$ cat src/rtl/core_pkg.sv
// Core-wide shared types and constants.
package core_pkg;

  // Data/address width of the core.
  localparam int unsigned Xlen = 32;

  // Identifies which requester issued a memory transaction.
  typedef enum logic {
    ReqFetch = 1'b0,
    ReqData  = 1'b1
  } mem_req_id_e;

endpackage

$ cat src/rtl/mem_arbiter_if.sv
// Request/response bundle between the two requesters, the arbiter and the data memory port.
interface mem_arbiter_if;
  import core_pkg::*;

  // Requester 0: instruction fetch
  logic              req0_valid_i;
  logic              req0_ready_o;
  logic [Xlen-1:0]   req0_addr_i;
  logic [Xlen-1:0]   req0_wdata_i;
  logic [Xlen/8-1:0] req0_wmask_i;
  logic [Xlen-1:0]   req0_rdata_o;
  logic              req0_rvalid_o;

  // Requester 1: load/store unit
  logic              req1_valid_i;
  logic              req1_ready_o;
  logic [Xlen-1:0]   req1_addr_i;
  logic [Xlen-1:0]   req1_wdata_i;
  logic [Xlen/8-1:0] req1_wmask_i;
  logic [Xlen-1:0]   req1_rdata_o;
  logic              req1_rvalid_o;

  // Shared memory port
  logic              mem_valid_o;
  logic              mem_ready_i;
  logic [Xlen-1:0]   mem_addr_o;
  logic [Xlen-1:0]   mem_wdata_o;
  logic [Xlen/8-1:0] mem_wmask_o;
  logic [Xlen-1:0]   mem_rdata_i;
  logic              mem_rvalid_i;

  logic              err_o;

  // Arbiter side
  modport slave (
    input  req0_valid_i, req0_addr_i, req0_wdata_i, req0_wmask_i,
    output req0_ready_o, req0_rdata_o, req0_rvalid_o,
    input  req1_valid_i, req1_addr_i, req1_wdata_i, req1_wmask_i,
    output req1_ready_o, req1_rdata_o, req1_rvalid_o,
    output mem_valid_o, mem_addr_o, mem_wdata_o, mem_wmask_o,
    input  mem_ready_i, mem_rdata_i, mem_rvalid_i,
    output err_o
  );

  // Environment side (requesters and memory)
  modport master (
    output req0_valid_i, req0_addr_i, req0_wdata_i, req0_wmask_i,
    input  req0_ready_o, req0_rdata_o, req0_rvalid_o,
    output req1_valid_i, req1_addr_i, req1_wdata_i, req1_wmask_i,
    input  req1_ready_o, req1_rdata_o, req1_rvalid_o,
    input  mem_valid_o, mem_addr_o, mem_wdata_o, mem_wmask_o,
    output mem_ready_i, mem_rdata_i, mem_rvalid_i,
    input  err_o
  );

endinterface

$ cat src/rtl/mem_arb_id_fifo.sv
// In-order FIFO of requester IDs for accepted memory requests; the head names
// the owner of the next response. Head is read combinationally so responses
// can be steered in the same cycle they arrive.
module mem_arb_id_fifo
  import core_pkg::*;
#(
  parameter int unsigned Depth = 2
) (
  input  logic        clk_i,
  input  logic        rst_ni,
  input  logic        push_i,
  input  mem_req_id_e data_i,
  input  logic        pop_i,
  output mem_req_id_e head_o,
  output logic        full_o,
  output logic        empty_o
);

  localparam int unsigned PtrW = (Depth > 1) ? $clog2(Depth) : 1;
  localparam int unsigned CntW = $clog2(Depth + 1);
  localparam logic [PtrW-1:0] LastPtr = PtrW'(Depth - 1);
  localparam logic [CntW-1:0] FullCnt = CntW'(Depth);

  mem_req_id_e     mem_q [Depth];
  logic [PtrW-1:0] wr_ptr_q;
  logic [PtrW-1:0] rd_ptr_q;
  logic [CntW-1:0] count_q;
  logic            do_push;
  logic            do_pop;

  assign full_o  = (count_q == FullCnt);
  assign empty_o = (count_q == '0);
  assign do_push = push_i && !full_o;
  assign do_pop  = pop_i && !empty_o;
  assign head_o  = mem_q[rd_ptr_q];

  // Storage write; contents need no reset since count_q guards every read.
  always_ff @(posedge clk_i) begin
    if (do_push) begin
      mem_q[wr_ptr_q] <= data_i;
    end
  end

  // Pointers wrap modulo Depth; simultaneous push and pop leave count_q unchanged.
  always_ff @(posedge clk_i or negedge rst_ni) begin
    if (!rst_ni) begin
      wr_ptr_q <= '0;
      rd_ptr_q <= '0;
      count_q  <= '0;
    end else begin
      if (do_push) begin
        wr_ptr_q <= (wr_ptr_q == LastPtr) ? '0 : wr_ptr_q + 1'b1;
      end
      if (do_pop) begin
        rd_ptr_q <= (rd_ptr_q == LastPtr) ? '0 : rd_ptr_q + 1'b1;
      end
      if (do_push && !do_pop) begin
        count_q <= count_q + 1'b1;
      end else if (do_pop && !do_push) begin
        count_q <= count_q - 1'b1;
      end
    end
  end

endmodule

$ cat src/rtl/mem_arbiter.sv
// Shares the data-memory port between fetch (requester 0) and load/store
// (requester 1). Round-robin grant, lock held across a memory stall, and an
// ID FIFO steering in-order responses back. Zero added latency both ways.
module mem_arbiter
  import core_pkg::*;
#(
  parameter int unsigned MaxOutstanding = 2
) (
  input  logic          clk_i,
  input  logic          rst_ni,
  mem_arbiter_if.slave  bus
);

  logic        lock_q, lock_d;
  mem_req_id_e owner_q, owner_d;
  mem_req_id_e last_q, last_d;
  logic        err_q, err_d;

  mem_req_id_e gnt;
  logic        gnt_valid;
  logic        mem_valid;
  logic        accept;
  logic        stall;
  logic        rsp_pop;
  logic        fifo_full;
  logic        fifo_empty;
  mem_req_id_e fifo_head;

  // Grant selection: a locked owner keeps the port; otherwise round-robin on ties.
  always_comb begin
    gnt       = ReqFetch;
    gnt_valid = 1'b0;
    if (lock_q) begin
      gnt       = owner_q;
      gnt_valid = (owner_q == ReqData) ? bus.req1_valid_i : bus.req0_valid_i;
    end else begin
      case ({bus.req1_valid_i, bus.req0_valid_i})
        2'b01: begin
          gnt       = ReqFetch;
          gnt_valid = 1'b1;
        end
        2'b10: begin
          gnt       = ReqData;
          gnt_valid = 1'b1;
        end
        2'b11: begin
          gnt       = (last_q == ReqFetch) ? ReqData : ReqFetch;
          gnt_valid = 1'b1;
        end
        default: begin
          gnt       = ReqFetch;
          gnt_valid = 1'b0;
        end
      endcase
    end
  end

  // A full ID FIFO blocks the request path for the whole cycle (no bypass).
  assign mem_valid = gnt_valid && !fifo_full;
  assign accept    = mem_valid && bus.mem_ready_i;
  assign stall     = mem_valid && !bus.mem_ready_i;
  assign rsp_pop   = bus.mem_rvalid_i && !fifo_empty;

  assign bus.mem_valid_o  = mem_valid;
  assign bus.mem_addr_o   = (gnt == ReqData) ? bus.req1_addr_i  : bus.req0_addr_i;
  assign bus.mem_wdata_o  = (gnt == ReqData) ? bus.req1_wdata_i : bus.req0_wdata_i;
  assign bus.mem_wmask_o  = (gnt == ReqData) ? bus.req1_wmask_i : bus.req0_wmask_i;
  assign bus.req0_ready_o = accept && (gnt == ReqFetch);
  assign bus.req1_ready_o = accept && (gnt == ReqData);

  // Response data is broadcast; only rvalid is steered by the FIFO head.
  assign bus.req0_rdata_o  = bus.mem_rdata_i;
  assign bus.req1_rdata_o  = bus.mem_rdata_i;
  assign bus.req0_rvalid_o = rsp_pop && (fifo_head == ReqFetch);
  assign bus.req1_rvalid_o = rsp_pop && (fifo_head == ReqData);
  assign bus.err_o         = err_q;

  mem_arb_id_fifo #(
    .Depth (MaxOutstanding)
  ) u_id_fifo (
    .clk_i   (clk_i),
    .rst_ni  (rst_ni),
    .push_i  (accept),
    .data_i  (gnt),
    .pop_i   (rsp_pop),
    .head_o  (fifo_head),
    .full_o  (fifo_full),
    .empty_o (fifo_empty)
  );

  // Next-state for lock, round-robin pointer and sticky error; a blocked (full) cycle changes nothing.
  always_comb begin
    lock_d  = lock_q;
    owner_d = owner_q;
    last_d  = last_q;
    err_d   = err_q;
    if (accept) begin
      lock_d = 1'b0;
      last_d = gnt;
    end else if (stall) begin
      lock_d  = 1'b1;
      owner_d = gnt;
    end
    if (bus.mem_rvalid_i && fifo_empty) begin
      err_d = 1'b1;
    end
  end

  // State registers; last_q resets to requester 1 so requester 0 wins the first tie.
  always_ff @(posedge clk_i or negedge rst_ni) begin
    if (!rst_ni) begin
      lock_q  <= 1'b0;
      owner_q <= ReqFetch;
      last_q  <= ReqData;
      err_q   <= 1'b0;
    end else begin
      lock_q  <= lock_d;
      owner_q <= owner_d;
      last_q  <= last_d;
      err_q   <= err_d;
    end
  end

endmodule

$ cat src/flat_wrapper.sv
// flat-port wrapper written by rule: the top's interface ports become plain ports
module mem_arbiter_flat import core_pkg::*;
#(
  parameter int unsigned MaxOutstanding = 2
)
  (clk_i, rst_ni, bus_req0_valid_i, bus_req0_addr_i, bus_req0_wdata_i, bus_req0_wmask_i, bus_req0_ready_o, bus_req0_rdata_o, bus_req0_rvalid_o, bus_req1_valid_i, bus_req1_addr_i, bus_req1_wdata_i, bus_req1_wmask_i, bus_req1_ready_o, bus_req1_rdata_o, bus_req1_rvalid_o, bus_mem_valid_o, bus_mem_addr_o, bus_mem_wdata_o, bus_mem_wmask_o, bus_mem_ready_i, bus_mem_rdata_i, bus_mem_rvalid_i, bus_err_o);
  mem_arbiter_if bus_i ();
  input  logic clk_i;
  input  logic rst_ni;
  input wire logic [$bits(bus_i.req0_valid_i)-1:0] bus_req0_valid_i;
  input wire logic [$bits(bus_i.req0_addr_i)-1:0] bus_req0_addr_i;
  input wire logic [$bits(bus_i.req0_wdata_i)-1:0] bus_req0_wdata_i;
  input wire logic [$bits(bus_i.req0_wmask_i)-1:0] bus_req0_wmask_i;
  output wire logic [$bits(bus_i.req0_ready_o)-1:0] bus_req0_ready_o;
  output wire logic [$bits(bus_i.req0_rdata_o)-1:0] bus_req0_rdata_o;
  output wire logic [$bits(bus_i.req0_rvalid_o)-1:0] bus_req0_rvalid_o;
  input wire logic [$bits(bus_i.req1_valid_i)-1:0] bus_req1_valid_i;
  input wire logic [$bits(bus_i.req1_addr_i)-1:0] bus_req1_addr_i;
  input wire logic [$bits(bus_i.req1_wdata_i)-1:0] bus_req1_wdata_i;
  input wire logic [$bits(bus_i.req1_wmask_i)-1:0] bus_req1_wmask_i;
  output wire logic [$bits(bus_i.req1_ready_o)-1:0] bus_req1_ready_o;
  output wire logic [$bits(bus_i.req1_rdata_o)-1:0] bus_req1_rdata_o;
  output wire logic [$bits(bus_i.req1_rvalid_o)-1:0] bus_req1_rvalid_o;
  output wire logic [$bits(bus_i.mem_valid_o)-1:0] bus_mem_valid_o;
  output wire logic [$bits(bus_i.mem_addr_o)-1:0] bus_mem_addr_o;
  output wire logic [$bits(bus_i.mem_wdata_o)-1:0] bus_mem_wdata_o;
  output wire logic [$bits(bus_i.mem_wmask_o)-1:0] bus_mem_wmask_o;
  input wire logic [$bits(bus_i.mem_ready_i)-1:0] bus_mem_ready_i;
  input wire logic [$bits(bus_i.mem_rdata_i)-1:0] bus_mem_rdata_i;
  input wire logic [$bits(bus_i.mem_rvalid_i)-1:0] bus_mem_rvalid_i;
  output wire logic [$bits(bus_i.err_o)-1:0] bus_err_o;
  assign bus_i.req0_valid_i = bus_req0_valid_i;
  assign bus_i.req0_addr_i = bus_req0_addr_i;
  assign bus_i.req0_wdata_i = bus_req0_wdata_i;
  assign bus_i.req0_wmask_i = bus_req0_wmask_i;
  assign bus_req0_ready_o = bus_i.req0_ready_o;
  assign bus_req0_rdata_o = bus_i.req0_rdata_o;
  assign bus_req0_rvalid_o = bus_i.req0_rvalid_o;
  assign bus_i.req1_valid_i = bus_req1_valid_i;
  assign bus_i.req1_addr_i = bus_req1_addr_i;
  assign bus_i.req1_wdata_i = bus_req1_wdata_i;
  assign bus_i.req1_wmask_i = bus_req1_wmask_i;
  assign bus_req1_ready_o = bus_i.req1_ready_o;
  assign bus_req1_rdata_o = bus_i.req1_rdata_o;
  assign bus_req1_rvalid_o = bus_i.req1_rvalid_o;
  assign bus_mem_valid_o = bus_i.mem_valid_o;
  assign bus_mem_addr_o = bus_i.mem_addr_o;
  assign bus_mem_wdata_o = bus_i.mem_wdata_o;
  assign bus_mem_wmask_o = bus_i.mem_wmask_o;
  assign bus_i.mem_ready_i = bus_mem_ready_i;
  assign bus_i.mem_rdata_i = bus_mem_rdata_i;
  assign bus_i.mem_rvalid_i = bus_mem_rvalid_i;
  assign bus_err_o = bus_i.err_o;
  mem_arbiter #(.MaxOutstanding(MaxOutstanding)) u_core (.clk_i(clk_i), .rst_ni(rst_ni), .bus(bus_i));
endmodule
$ cat config.mk
export PLATFORM = sky130hd
export DESIGN_NAME = mem_arbiter_flat
export DESIGN_NICKNAME = d
export VERILOG_FILES = /design/src/rtl/core_pkg.sv /design/src/rtl/mem_arbiter_if.sv /design/src/rtl/mem_arb_id_fifo.sv /design/src/rtl/mem_arbiter.sv /design/src/flat_wrapper.sv
export SDC_FILE = /design/constraint.sdc
export NUM_CORES = 1
export LEC_CHECK = 0
export CAP_MARGIN = 20
export CELL_PAD_IN_SITES_DETAIL_PLACEMENT = 1
export CELL_PAD_IN_SITES_GLOBAL_PLACEMENT = 1
export CORE_MARGIN = 4
export CORE_UTILIZATION = 14
export DETAILED_ROUTE_END_ITERATION = 6
export HOLD_SLACK_MARGIN = 0.05
export PLACE_DENSITY_LB_ADDON = 0.1
export SLEW_MARGIN = 10
export SYNTH_ARGS = -nofsm -noshare
export SYNTH_HDL_FRONTEND = slang
export SYNTH_SLANG_ARGS = --single-unit
$ cat constraint.sdc
create_clock -name clk_i -period 2 [get_ports clk_i]
set_clock_uncertainty 0.15 [all_clocks]
set_input_delay 0.4 -clock clk_i [delete_from_list [all_inputs] [get_ports clk_i]]
set_output_delay 0.4 -clock clk_i [all_outputs]
set_load 0.005 [all_outputs]
* Yosys cells after proc, flatten, opt, wreduce, memory -nomap -nowiden
Memories as Yosys holds them, arrays and structs flattened. Cells that the tools add are included.
Cells by class: multiplexer cells 17, bitwise operators 3, $add $sub $neg 4, equal/unequal tests 4, reductions and logical operators 23
Operator list (number):
- $mux 32 | 2
- $logic_and 1x1->1 | 13
- $mux 1 | 11
- $eq 2x2->1 const B | 3
- $logic_not 1->1 | 5
- $mux 2 | 2
- $mux 4 | 1
- $reduce_bool 2->1 | 2
- $not 1->1 | 3
- $reduce_or 3->1 | 1
- $add 1x1->1 const B | 2
- $add 2x1->2 const B | 1
- $eq 2x1->1 const B | 1
- $logic_not 2->1 | 1
- $pmux 1 s2 | 1
- $reduce_and 2->1 | 1
- $sub 2x1->2 const B | 1
Word-level totals: input port bits 174, memories 1, bits in writable memories 2, word-level logic and storage cells 59, register bits after elaboration 8, output and inout port bits 138
Memories:
- u_core.u_id_fifo.mem_q | depth 2, width 1, rd ports 1, clocked after memory_dff 0, wr ports 1, line mem_arb_id_fifo.sv:24 | mem_req_id_e mem_q [Depth];

* Depth between registers and ports, before layout
Gate-level depths: netlist (run 1).
word-level depth 11, gate-level depth with buffers 6, mapped depth without buffers 6

* Cells and area by module
From an unflattened synthesis (run 1), not the netlist that was laid out.
Second synthesis, totals: cells, all modules 185, area, all modules 2122.0 µm²
Modules (own cells, without submodules):
- mem_arbiter | instances 1, area each 1854.3 µm², cells an instance 163
- mem_arb_id_fifo | instances 1, area each 267.8 µm², cells an instance 22

* Least setup slack after synthesis (run 1)
No wires, ideal clock.
kind in2out, from in bus_req1_valid_i, to out bus_mem_addr_o[0], path buffers 1, path slack -0.101 ns, stages on the path 4, data arrival time 1.551 ns, path through a21bo_1 > o21ai_4 > buf_12 > mux2_4
On the way: word-level cells in the longest chain between the ends 4, elaborated cells on any way between the ends 5, those cells by class eq/ne: 2; mux: 3
RTL lines:
- start, declared | line flat_wrapper.sv:17 | input wire logic [$bits(bus_i.req1_valid_i)-1:0] bus_req1_valid_i;
- $eq 2x2->1 | line mem_arbiter.sv:37 | case ({bus.req1_valid_i, bus.req0_valid_i})
- $pmux 1 s2 * | line mem_arbiter.sv:37
- $mux 1 * | line mem_arbiter.sv:33 | if (lock_q) begin
- $mux 32 * | line mem_arbiter.sv:65 | assign bus.mem_addr_o = (gnt == ReqData) ? bus.req1_addr_i : bus.req0_addr_i;
- end, declared | line flat_wrapper.sv:25 | output wire logic [$bits(bus_i.mem_addr_o)-1:0] bus_mem_addr_o;
Every way passes the cells marked *; elsewhere a longest branch is shown, timed or not.

* Worst setup path in the final report (run 1)
from reg u_core.last_q, to out bus_mem_addr_o[10]
On the way: word-level cells in the longest chain between the ends 4
RTL lines:
- start, declared | line mem_arbiter.sv:16 | mem_req_id_e last_q, last_d;
- start signal, assigned | line mem_arbiter.sv:114 | last_q <= ReqData;
- start signal, assigned | line mem_arbiter.sv:119 | last_q <= last_d;
- $mux 1 | line mem_arbiter.sv:47 | gnt = (last_q == ReqFetch) ? ReqData : ReqFetch;
- $pmux 1 s2 | line mem_arbiter.sv:37
- $mux 1 | line mem_arbiter.sv:33
- $mux 32 | line mem_arbiter.sv:65
No other way between the ends.

==> results_dict.tcl, run 1 <==
set metrics [dict create \
    drc_errors 0 \
    worstSetupStartpointType "register" \
    clk_pin_slew_ns 0.04 \
    fin_area_um2 4920 \
    antenna_found_initial 0 \
    grt_pass1_vias 2216 \
    clk_latency_ns 0.23 \
    max_freq_ghz 0.418 \
    rsz0062_at_grt "true" \
    required_ns 1.45 \
    path_class "reg2out" \
    track_usage_pct 11.2 \
    hold_violations 0 \
    drt_iter0_markers 45 \
    p_per_area_nw_per_um2 1250 \
    n_fill_cell 1625 \
    fin_util_pct 33.3 \
    gp_congestion 0.726 \
    wl_per_cell_um 18.0 \
    drtPass1Iterations 4 \
    min_path_type "reg2reg" \
    syn_inst 181 \
    run_status "finished, violations left" \
    cts_tree "yes" \
    use_met3_pct 3.78 \
    syn-num-nets 356 \
    placed_cell_area_um2 4100 \
    fp.coreArea_um2 14800 \
    setup_slack_ns -0.391 \
    synth-seq-cells 10 \
    drive_above_1_share_pct 57.0 \
    cts_buffers 3 \
    max_cap_viol_count 0 \
    ir_drop_mv 0.698 \
    syn_avg_cell_area_um2 11.9 \
    crit_family "buffers and inverters" \
    cp_num_buf_inv 4 \
    start_util_pct 14.5 \
    htreeDepth 1 \
    grt_most_used_layer "met2" \
    synth_seq_area_share_pct 12.2 \
    worstPathMaxFanout 7 \
    crit_path_end_kind "output pin" \
    numPortBuffers 215 \
    synth_cell_type_count 25 \
    crit_path_top_delay_cell "dfstp_2" \
    ant_nets 0 \
    crit_chain "a21bo_1 -> o21ai_4 -> buf_12 -> buf_8 -> buf_12 -> mux2_4 -> buf_6" \
    grt_max_degree 17 \
    dp_cells 524 \
    dieArea_um2 17400 \
    clk_path_buf_depth 2 \
    instances_no_fill 577 \
    top_level_ports 312 \
    areaGrowthSynthToFinish_pct 129 \
    cts_sinks 10 \
    worstPathArrival_ns 1.84 \
    crit_path_frequent_cell "buf_12" \
    grt_pass1_wl_mm 15.1 \
    wl_mm 10.4 \
    viasPerCell 3.64 \
    synth_area_um2 2150 \
    max_stage_delay_ns 0.37 \
    root_buffer "clkbuf_16" \
    antenna_cells 0 \
    vias 2098 \
    min_period_ns 2.39 \
    tightest_slew_ns 0.427 \
    period_share_pct 120 \
    die_height_um 132 \
    layout.nets 569 \
    use_met1_pct 12.8 \
    gr-total-overflow 0 \
    final_max_slew_viol_count 0 \
    violations "negative setup slack" \
    slew_headroom_pct 71.4 \
    setup_violations 71 \
    ys_warn_count 0 \
    core.rowCount 44 \
    die_w_um 132 \
    dpl.hpwl_mm 8.46 \
    grt_util_met2_pct 20.5 \
    p_leak_nw 2.21 \
]
[layout by cell type, fill, tap and decap left out, drive strengths merged, types with 2 or more instances in the layout]
cell type / n
a2111oi: 2
and2: 2
buf: 132
clkbuf: 9
clkdlybuf4s50: 139
dfrtp: 7
dlygate4sd2: 3
edfxtp: 2
mux2: 70
mux2i: 2
nor2: 4
nor2b: 4
o21ai: 4
xnor2: 2
xor2: 3
[repair_timing]
action / in CTS / in global routing
gates cloned: 4 / 1
pin swaps: 5 / 4
setup endpoints to repair: 79 / 77
setup buffers: 38 / 17
resized for setup: 388 / 46
hold buffers: 0 / 0
[power breakdown]
| part | leakage (nW) | internal (W) | switching, W |
|---|---|---|---|
| Sequential | 0.108 | 0.000310 | 0.0000747 |
| Clock | 0.0382 | 0.000267 | 0.0000925 |
| Combinational | 2.06 | 0.00373 | 0.00165 |
[per-stage QoR]
stage	hold WS, ns	total power, W	setup slack [ns]	TNS, ns
3_5_place_dp	0.304	0.00409	-1.02	-70.01
5_1_grt	0.330	0.00652	-0.451	-27.68
3_3_place_gp	0.293	0.00406	-0.994	-69.47
4_1_cts	0.311	0.00602	-0.526	-29.51
6_report	0.302	0.00613	-0.391	-23.26
2_1_floorplan	-0.0456	0.00249	-0.101	-6.56
[cell type report]
class | instances | area (um2) | area share (%)
clock buffer | 4 | 78.8 | 1.60
inverter | 1 | 3.75 | 0.0763
multi-input combinational | 99 | 1340 | 27.2
sequential | 10 | 262 | 5.32
tap | 184 | 230 | 4.68
timing repair buffer | 279 | 3010 | 61.1
[sequential cells by signal, summed over array words and instances (netlist names)]
name                       count
u_core.u_id_fifo.rd_ptr_q      1
u_core.bus.err_o               1
u_core.last_q                  1
u_core.owner_q                 1
u_core.u_id_fifo.mem_q         2
u_core.lock_q                  1
u_core.u_id_fifo.wr_ptr_q      1
u_core.u_id_fifo.count_q       2
[synth_stat cells]
| cell | instances | area, um2 |
|---|---|---|
| or2_2 | 1 | 6.26 |
| xor2_1 | 3 | 26.3 |
| nand2_1 | 1 | 3.75 |
| mux2_4 | 66 | 991 |
| ha_1 | 1 | 12.5 |
| and2_1 | 2 | 12.5 |
| inv_1 | 1 | 3.75 |
| a2111oi_4 | 1 | 27.5 |
| buf_4 | 64 | 480 |
| nor2b_1 | 4 | 25.0 |
| dfstp_2 | 1 | 26.3 |
| mux2i_1 | 2 | 20.0 |
| o21ai_0 | 3 | 15.0 |
| edfxtp_1 | 2 | 60.1 |
| a21oi_1 | 1 | 5.00 |
| xnor2_1 | 2 | 17.5 |
| buf_8 | 1 | 15.0 |
| nor2_1 | 4 | 15.0 |
| a21bo_1 | 1 | 10.0 |
| o21ai_4 | 1 | 16.3 |
| mux2_2 | 4 | 45.0 |
| a21o_1 | 1 | 7.51 |
| dfrtp_1 | 7 | 175 |
| buf_12 | 6 | 120 |
| a2111oi_0 | 1 | 8.76 |
[metal layers]
| layer | wire, um | vias up |
|---|---|---|
| met4 | 89 | 0 |
| met2 | 5440 | 142 |
| met5 | 0 | - |
| met1 | 4010 | 963 |
| met3 | 844 | 9 |
| li1 | - | 984 |
[worst paths after layout]
check | to | depth (start not counted) | start | slack, ns
worst max register to register | u_core.u_id_fifo.count_q[1] | 8 | u_core.owner_q | -0.03
max in group asynchronous | u_core.last_q | 1 | rst_ni | 1.05
worst max-delay path | bus_mem_addr_o[10] | 7 | u_core.last_q | -0.39
min in group asynchronous | u_core.u_id_fifo.wr_ptr_q | 1 | rst_ni | 0.32
worst min-delay path | u_core.bus.err_o | 1 | u_core.bus.err_o | 0.30
worst min register to register | u_core.bus.err_o | 1 | u_core.bus.err_o | 0.30
[kinds of logic after synthesis]
kind of cell / Yosys count / share of synthesized area, %
AOI/OAI and AO/OA: 9 / 4.20
xor gates and xnor gates: 5 / 2.04
adders and majority gates: 1 / 0.583
buffers and inverters: 72 / 28.9
DFF: 10 / 12.2
muxes: 72 / 49.2
and+or+nand+nor: 12 / 2.91
Note: power is estimated with default switching activity, not from simulation.
==> inputs of run 2 (changes only) <==
--- a/config.mk
+++ b/config.mk
@@ -8,11 +8,12 @@
 export CAP_MARGIN = 20
 export CELL_PAD_IN_SITES_DETAIL_PLACEMENT = 1
 export CELL_PAD_IN_SITES_GLOBAL_PLACEMENT = 1
+export CORE_ASPECT_RATIO = 1.2
 export CORE_MARGIN = 4
 export CORE_UTILIZATION = 14
 export DETAILED_ROUTE_END_ITERATION = 6
 export HOLD_SLACK_MARGIN = 0.05
-export PLACE_DENSITY_LB_ADDON = 0.1
+export PLACE_DENSITY = 0.88
 export SLEW_MARGIN = 10
 export SYNTH_ARGS = -nofsm -noshare
 export SYNTH_HDL_FRONTEND = slang
==> run 2 against run 1 <==
Against the previous run:
- the run still ends with negative setup slack left
- first-iteration DRC count rose by 20%
- hold slack improved by 0.0042 ns
- non-clock buffer count fell by 18
- combinational power fell by 12%
- final area fell by 6.2%
- clock power fell by 1%
- sequential power fell by 4%
- critical path type unchanged
- critical endpoint is now bus_mem_addr_o[21]
==> results_dict.tcl, run 2 (synthesis gave the netlist of run 1 again) <==
set metrics [dict create \
    run_status "finished, violations left" \
    violations "negative setup slack" \
    htreeDepth 1 \
    layout.nets 551 \
    fin_area_um2 4620 \
    gr-total-overflow 0 \
    cts_sinks 10 \
    drive_above_1_share_pct 53.1 \
    final_max_slew_viol_count 0 \
    critical_path_cell_count 8 \
    grt_pass1_wl_mm 16.5 \
    clk_pin_slew_ns 0.04 \
    ant_nets 0 \
    setup_violations 71 \
    max_stage_delay_ns 0.53 \
    required_ns 1.45 \
    period_share_pct 124 \
    fin_util_pct 30.7 \
    timing.setup.tns_ns -25.20 \
    grt_pass1_vias 2499 \
    fp.coreArea_um2 15000 \
    ir_drop_mv 0.793 \
    final_common_cell "clkdlybuf4s50_1" \
    cts_tree "yes" \
    vias 2153 \
    p_per_area_nw_per_um2 1190 \
    die_w_um 121 \
    track_usage_pct 12.8 \
    cts_buffers 3 \
    drtPass1Iterations 4 \
    root_buffer "clkbuf_16" \
    numPortBuffers 215 \
    instances_no_fill 579 \
    max_freq_ghz 0.404 \
    p_leak_nw 2.05 \
    reg_top3 "u_core.u_id_fifo.count_q x2, u_core.u_id_fifo.mem_q x2" \
    start_util_pct 14.3 \
    drc_errors 0 \
    tightest_slew_ns 0.411 \
    crit_path_end_kind "output pin" \
    worstPathMaxFanout 7 \
    drt_iter0_markers 54 \
    worstSetupStartpointType "register" \
    die_height_um 144 \
    placed_cell_area_um2 4100 \
    cp_num_buf_inv 5 \
    cts_hold_buffers 0 \
    clk_path_buf_depth 2 \
    r2r_slack_ns -0.11 \
    rsz0062_at_grt "true" \
    wl_per_cell_um 20.8 \
    antenna_found_initial 7 \
    reg2regPathDepth 8 \
    wl_mm 12.1 \
    clk_latency_ns 0.24 \
    crit_path_top_delay_cell "dfstp_2" \
    crit_family "buffers and inverters" \
    top_level_ports 312 \
    hold_violations 0 \
    slew_headroom_pct 71.9 \
    dpl.hpwl_mm 9.99 \
    areaGrowthSynthToFinish_pct 115 \
    viasPerCell 3.72 \
    min_period_ns 2.48 \
    grt_max_degree 12 \
    gp_congestion 0.757 \
    min_path_type "in2async" \
    crit_chain "a21bo_1 -> o21ai_4 -> buf_12 -> buf_8 -> buf_8 -> buf_6 -> mux2_4 -> buf_6" \
    path_class "reg2out" \
    antenna_cells 0 \
    dieArea_um2 17400 \
    worstPathArrival_ns 1.93 \
    core.rowCount 49 \
    max_cap_viol_count 0 \
    layout_common_cells "clkdlybuf4s50_1, buf_6, mux2_4" \
    dp_cells 547 \
    holdWs_ns 0.306 \
    setup_slack_ns -0.477 \
]
[run 2: cell types whose count changed in the layout (fill, tap and decap cells not counted), moves of 2 or more]
cell	before	now
buf_6	95	76
buf_16	0	4
mux2_4	69	67
clkdlybuf4s15_1	0	3
dlygate4sd2_1	3	1
buf_2	5	13
mux2_2	1	3
nor2b_1	1	3
buf_12	13	2
clkbuf_2	4	2
[run 2: metrics by stage]
| stage | setup slack [ns] | power, W |
|---|---|---|
| 2_1_floorplan | -0.101 | 0.00249 |
| 3_3_place_gp | -1.01 | 0.00389 |
| 3_5_place_dp | -1.04 | 0.00401 |
| 4_1_cts | -0.514 | 0.00537 |
| 5_1_grt | -0.541 | 0.00577 |
| 6_report | -0.477 | 0.00548 |
[run 2: repair_timing]
| action | 4_1_cts | 5_1_grt |
|---|---|---|
| setup endpoints to repair | 79 | 75 |
| setup buffers | 25 | 5 |
| pin swaps | 3 | 3 |
| resized for setup | 375 | 20 |
| gates cloned | 3 | 0 |
[run 2: metal layers]
| metal | up-vias | part of all wire, % | global-route usage, % | routed length (um) |
|---|---|---|---|---|
| met5 | - | 0.76 | 0 | 92 |
| met4 | 14 | 1.7 | 1.43 | 201 |
| met3 | 24 | 16 | 8.98 | 1890 |
| met2 | 212 | 45 | 20.4 | 5370 |
| met1 | 953 | 37 | 14.5 | 4500 |
| li1 | 950 | - | - | - |
[run 2: area by class of cell]
| class | instances | area (um2) |
|---|---|---|
| clock buffer | 3 | 75.1 |
| clock inverter | 1 | 3.75 |
| fill | 1650 | 10400 |
| inverter | 1 | 3.75 |
| multi-input combinational | 99 | 1300 |
| sequential | 10 | 262 |
| tap | 204 | 255 |
| timing repair buffer | 261 | 2710 |
[run 2: final timing paths]
| check | startpoint | to |
|---|---|---|
| worst min register to register | u_core.bus.err_o | u_core.bus.err_o |
| worst min-delay path | rst_ni | u_core.u_id_fifo.wr_ptr_q |
| worst max-delay path | u_core.last_q | bus_mem_addr_o[21] |
| min in group clk_i | u_core.bus.err_o | u_core.bus.err_o |
| worst max register to register | u_core.owner_q | u_core.u_id_fifo.count_q[1] |
| max in group asynchronous | rst_ni | u_core.last_q |
[run 2: report_power, final]
group / switching [W] / total [W] / leakage (nW) / internal, W
registers: 0.0000611 / 0.000371 / 0.108 / 0.000310
logic: 0.00160 / 0.00475 / 1.90 / 0.00315
clock network: 0.0000937 / 0.000356 / 0.0385 / 0.000262
total: 0.00175 / 0.00548 / 2.05 / 0.00372
==> inputs of run 3 (changes only) <==
--- a/config.mk
+++ b/config.mk
@@ -14,6 +14,7 @@
 export DETAILED_ROUTE_END_ITERATION = 6
 export HOLD_SLACK_MARGIN = 0.05
 export PLACE_DENSITY = 0.88
+export SKIP_LAST_GASP = 1
 export SLEW_MARGIN = 10
 export SYNTH_ARGS = -nofsm -noshare
 export SYNTH_HDL_FRONTEND = slang
==> run 3 against run 2 <==
Against the previous run:
- sequential power about the same
- power rose by 2.5%
- register-to-register slack barely moved
- the run still ends with negative setup slack left
==> results_dict.tcl, run 3 (synthesis gave the netlist of run 1 again) <==
set metrics [dict create \
    p_comb_share_pct 87.0 \
    setup_slack_ns -0.483 \
    final_common_cell "clkdlybuf4s50_1" \
    viasPerCell 3.70 \
    gp_congestion 0.757 \
    hold_violations 0 \
    layout_common_cells "clkdlybuf4s50_1, buf_6, mux2_4" \
    clockPowerShare_pct 6.3 \
    clk_latency_ns 0.24 \
    htreeDepth 1 \
    start_util_pct 14.3 \
    cts_hold_buffers 0 \
    ir_drop_mv 0.763 \
    p_leak_nw 2.07 \
    grt_max_degree 12 \
    numPortBuffers 215 \
    wl_mm 12.2 \
    path_class "reg2out" \
    internal_power_w 0.00383 \
    run_status "finished, violations left" \
    n_fill_cell 1645 \
    setup_violations 71 \
    min_path_type "in2async" \
    final_max_slew_viol_count 0 \
    dieArea_um2 17400 \
    cts_tree "yes" \
    areaGrowthSynthToFinish_pct 118 \
    drtPass1Iterations 4 \
    top_level_ports 312 \
    max_freq_ghz 0.403 \
    worstPathMaxFanout 7 \
    dpl.hpwl_mm 9.99 \
    fp.coreArea_um2 15000 \
    track_usage_pct 12.7 \
    clk_path_buf_depth 2 \
    place_ws_ns -1.04 \
    drive_above_1_share_pct 52.9 \
    clk_pin_slew_ns 0.04 \
    ant_nets 0 \
    p_sw_w 0.00178 \
    placed_cell_area_um2 4100 \
    layout.nets 554 \
    antenna_cells 0 \
    rsz0062_at_grt "true" \
    drc_errors 0 \
    fin_util_pct 31.1 \
    p_per_area_nw_per_um2 1200 \
    timing.setup.tns_ns -27.28 \
    r2r_slack_ns -0.12 \
    tightest_slew_ns 0.410 \
    worstPathArrival_ns 1.93 \
    gr-total-overflow 0 \
    violations "negative setup slack" \
    cts_sinks 10 \
    swShare_pct 31.7 \
    die_height_um 144 \
    core.rowCount 49 \
    vias 2156 \
    antenna_found_initial 7 \
    min_period_ns 2.48 \
    grt_pass1_wl_mm 16.4 \
    fin_area_um2 4670 \
    wl_per_cell_um 20.9 \
    cts_buffers 3 \
    slew_headroom_pct 71.9 \
    crit_path_end_kind "output pin" \
    required_ns 1.45 \
    die_w_um 121 \
    reg_top3 "u_core.u_id_fifo.count_q x2, u_core.u_id_fifo.mem_q x2" \
    period_share_pct 124 \
    seqPwrFrac_pct 6.6 \
    grt_pass1_vias 2480 \
    drt_iter0_markers 45 \
    root_buffer "clkbuf_16" \
    max_cap_viol_count 0 \
    worstSetupStartpointType "register" \
]
[run 3: final cells by class]
class,count,area (um2),share of cell area (%)
well taps,204,255,5.47
multi-input cells,99,1300,27.9
inverters,1,3.75,0.0804
repair buffers,264,2770,59.2
clock inverters,1,3.75,0.0804
flip-flops and latches,10,262,5.60
clock buffers,3,75.1,1.61
[run 3: what timing repair did]
item | CTS | global route
buffers inserted | 25 | 6
pin swaps | 3 | 2
resized for setup | 344 | 38
gates cloned | 3 | 0
endpoints found under the setup margin | 79 | 75
[run 3: stage by stage]
| step | hold slack [ns] | std cells | power [W] |
|---|---|---|---|
| floorplan | -0.0456 | 181 | 0.00249 |
| finish | 0.305 | 582 | 0.00561 |
| global route | 0.326 | 582 | 0.00590 |
| CTS | 0.310 | 576 | 0.00526 |
| detailed placement | 0.297 | 547 | 0.00401 |
| global placement | 0.295 | 547 | 0.00389 |
[run 3: routing by layer]
metal | routed length, um | global-route usage (%)
met1 | 4610 | 14.4
met2 | 5470 | 20.3
met3 | 1880 | 9.09
met4 | 104 | 1.13
met5 | 92 | 0
[run 3: worst paths after layout]
check / startpoint / endpoint / depth (start not counted)
worst max-delay path: u_core.last_q / bus_mem_addr_o[21] / 8
worst min-delay path: rst_ni / u_core.u_id_fifo.wr_ptr_q / 1
worst max register to register: u_core.owner_q / u_core.u_id_fifo.count_q[1] / 8
worst min register to register: u_core.bus.err_o / u_core.bus.err_o / 1
max in group asynchronous: rst_ni / u_core.last_q / 1
min in group clk_i: u_core.bus.err_o / u_core.bus.err_o / 1
[run 3: power by group through the flow]
stage	combinational, W	sequential (W)	clock [W]
floorplan	0.00211	0.000383	0
global placement	0.00352	0.000373	0
detailed placement	0.00363	0.000378	0
CTS	0.00452	0.000371	0.000367
global route	0.00513	0.000384	0.000385
finish	0.00489	0.000371	0.000356
[run 3: critical path: stages, from the launching register on]
cell,delay [ns]
dfstp_2,0.53
a21bo_1,0.14
o21ai_4,0.07
buf_12,0.14
buf_8,0.13
buf_8,0.14
buf_6,0.11
mux2_4,0.30
buf_6,0.12
==> edit, RTL diff (config.mk and constraints of run 2) <==
The package constant `Xlen` goes from 32 to 24.
--- a/src/rtl/core_pkg.sv
+++ b/src/rtl/core_pkg.sv
@@ -2,7 +2,7 @@
 package core_pkg;
 
   // Data/address width of the core.
-  localparam int unsigned Xlen = 32;
+  localparam int unsigned Xlen = 24;
 
   // Identifies which requester issued a memory transaction.
   typedef enum logic {
Ports: changed (12 resized); port bits go from 312 to 237. No check against the original RTL was run, so the function may have changed too.
==> edit against run 2 <==
- the flow still finishes with violations (negative setup slack)
- sequential cell count is the same
- critical path depth shrank 1
- global-route usage fell by 0.88 points
- highest routed layer is now met4
- worst setup slack improved by 0.068 ns
- register-to-register slack better by 0.11 ns
- power shrank 17%
- area after synthesis shrank 31%
- clock power is 2% higher
- non-clock buffer count down 57
- design area shrank 20%
- routed wire length shrank 32%
- cell count decreased by 26%
==> edit: results (changes against run 2) <==
placed insts 396 (-28%); Setup TNS -17.95 ns (+7.25 ns); asr flop ratio synth 80.0% (unchanged); top cells by count, synth 52 x buf_4, 52 x mux2_2, 7 x dfrtp_1; register area share after synthesis 17.6% (+5.4 points); Cell Area, Placed 3020 µm² (-26%); Syn Nets 280 (-21%); CTS Buf Count 3 (unchanged); worst min-delay path class input port to asynchronous set/reset pin; First-pass DRT Iterations 2 (-2); routed vias 1,658 (-23%); synth unique cells 23 (-8.0%); registers with the most flip-flops u_core.u_id_fifo.count_q: 2 flops, u_core.u_id_fifo.mem_q: 2 flops; post-synthesis instance total 147 (-19%); maximum vdd drop 0.509 mV (-36%); WP data arrival 1.86 ns (-0.07 ns); Synth Area in Compound Gates 5.31% (+1.1 points); warning count from the yosys run 0 (unchanged); fillers 1,137 (-31%); Root Buffer clkbuf_16; static leakage 0.00165 µW (-19%); Final Setup Violations 54 (-24%); Slew headroom 72.4% (+0.46 points); multiplexer share of the synthesized area 41.8% (-7.4 points); setup slack at placement -1.03 ns (+0.0123 ns); first-pass GRT wire length 11.2 mm (-32%); DPL Wire Length 6.08 mm (-39%); status complete, but fails checks; max incr delay on CP 0.37 ns (-0.16 ns); post-synthesis adder-cell area fraction 0.843% (+0.26 points); vias in the first global route 1,957 (-22%); Synth area leaders mux2_2 39%, buf_4 26%, dfrtp_1 12%; H-tree Lvls 1 (unchanged); layout cell share with drive strength beyond 1 56.1% (+3.1 points); clock latency at the later pin of the worst-skew pair 0.24 ns (about the same); DR vias/cell 3.88 (+4.4%); Clock transition at path regs 0.04 ns (about the same); failing checks negative setup slack; EDFF count, synth 2 (unchanged); ant diodes 0 (unchanged); clock tree buffer depth 2 (unchanged); final worst slack -0.409 ns (+0.0678 ns); ys flop type dfrtp_1; antenna violations before repair 0 (-7); largest net degree at the start of global routing 13 (+1); DR iter-0 viols 10 (-81%); xor/xnor share of the synthesized area 2.95% (+0.91 points); cell family with most CP delay buffers and inverters; Crit-path slowest cell dfstp_2; PortBufs 164 (-24%); routability cong. 0.737 (-2.6%); number of nets in the layout 435 (-21%); Critical Path Fanout Max 6 (-1); gr usage total 11.9% (-0.88 points); Post-Route WL 8.15 mm (-32%)
## edit: cell families after synthesis
| kind of cell | count (synthesis) |
|---|---|
| multiplexers | 55 |
| buffers and inverters | 55 |
| XOR/XNOR | 5 |
| flip-flops | 10 |
| AO/OA/AOI/OAI | 9 |
| adder cells (fa/ha/maj) | 1 |
| AND/OR/NAND/NOR | 12 |
## edit: path summary, 6_finish.rpt
check	startpoint	end	slack (ns)	cells after the start
hold / removal	rst_ni	u_core.bus.err_o	0.31	1
setup / recovery	u_core.last_q	bus_mem_addr_o[0]	-0.41	7
min in group clk_i	u_core.bus.err_o	u_core.bus.err_o	0.32	1
hold reg to reg	u_core.bus.err_o	u_core.bus.err_o	0.32	1
max in group asynchronous	rst_ni	u_core.last_q	1.06	1
setup reg to reg	u_core.owner_q	u_core.u_id_fifo.count_q[1]	0	7
## edit: layer usage
| metal | GRT usage, % | vias to the layer above | share of wire (%) |
|---|---|---|---|
| met5 | 0 | - | 0 |
| met2 | 22.7 | 122 | 55 |
| met4 | 3.77 | 0 | 2.4 |
| met3 | 3.58 | 20 | 9.5 |
| met1 | 12.1 | 749 | 33 |
| li1 | - | 767 | - |
## edit: power breakdown
group / internal [µW] / switching [µW]
clock network: 267 / 95.5
registers: 311 / 71.8
logic: 2570 / 1260
total: 3140 / 1430
## edit: final cells by class
cell class,instances,area (µm²),share of cell area (%)
inverters,1,3.75,0.102
multi-input cells,82,1080,29.4
flip-flops and latches,10,262,7.11
well taps,126,158,4.29
clock buffers,4,78.8,2.14
repair buffers,204,2090,57.0
## edit: what timing repair did
action,CTS,global route
resized for setup,233,99
cloned,3,3
setup endpoints to repair,62,56
setup buffers,19,10
pin swaps,2,6
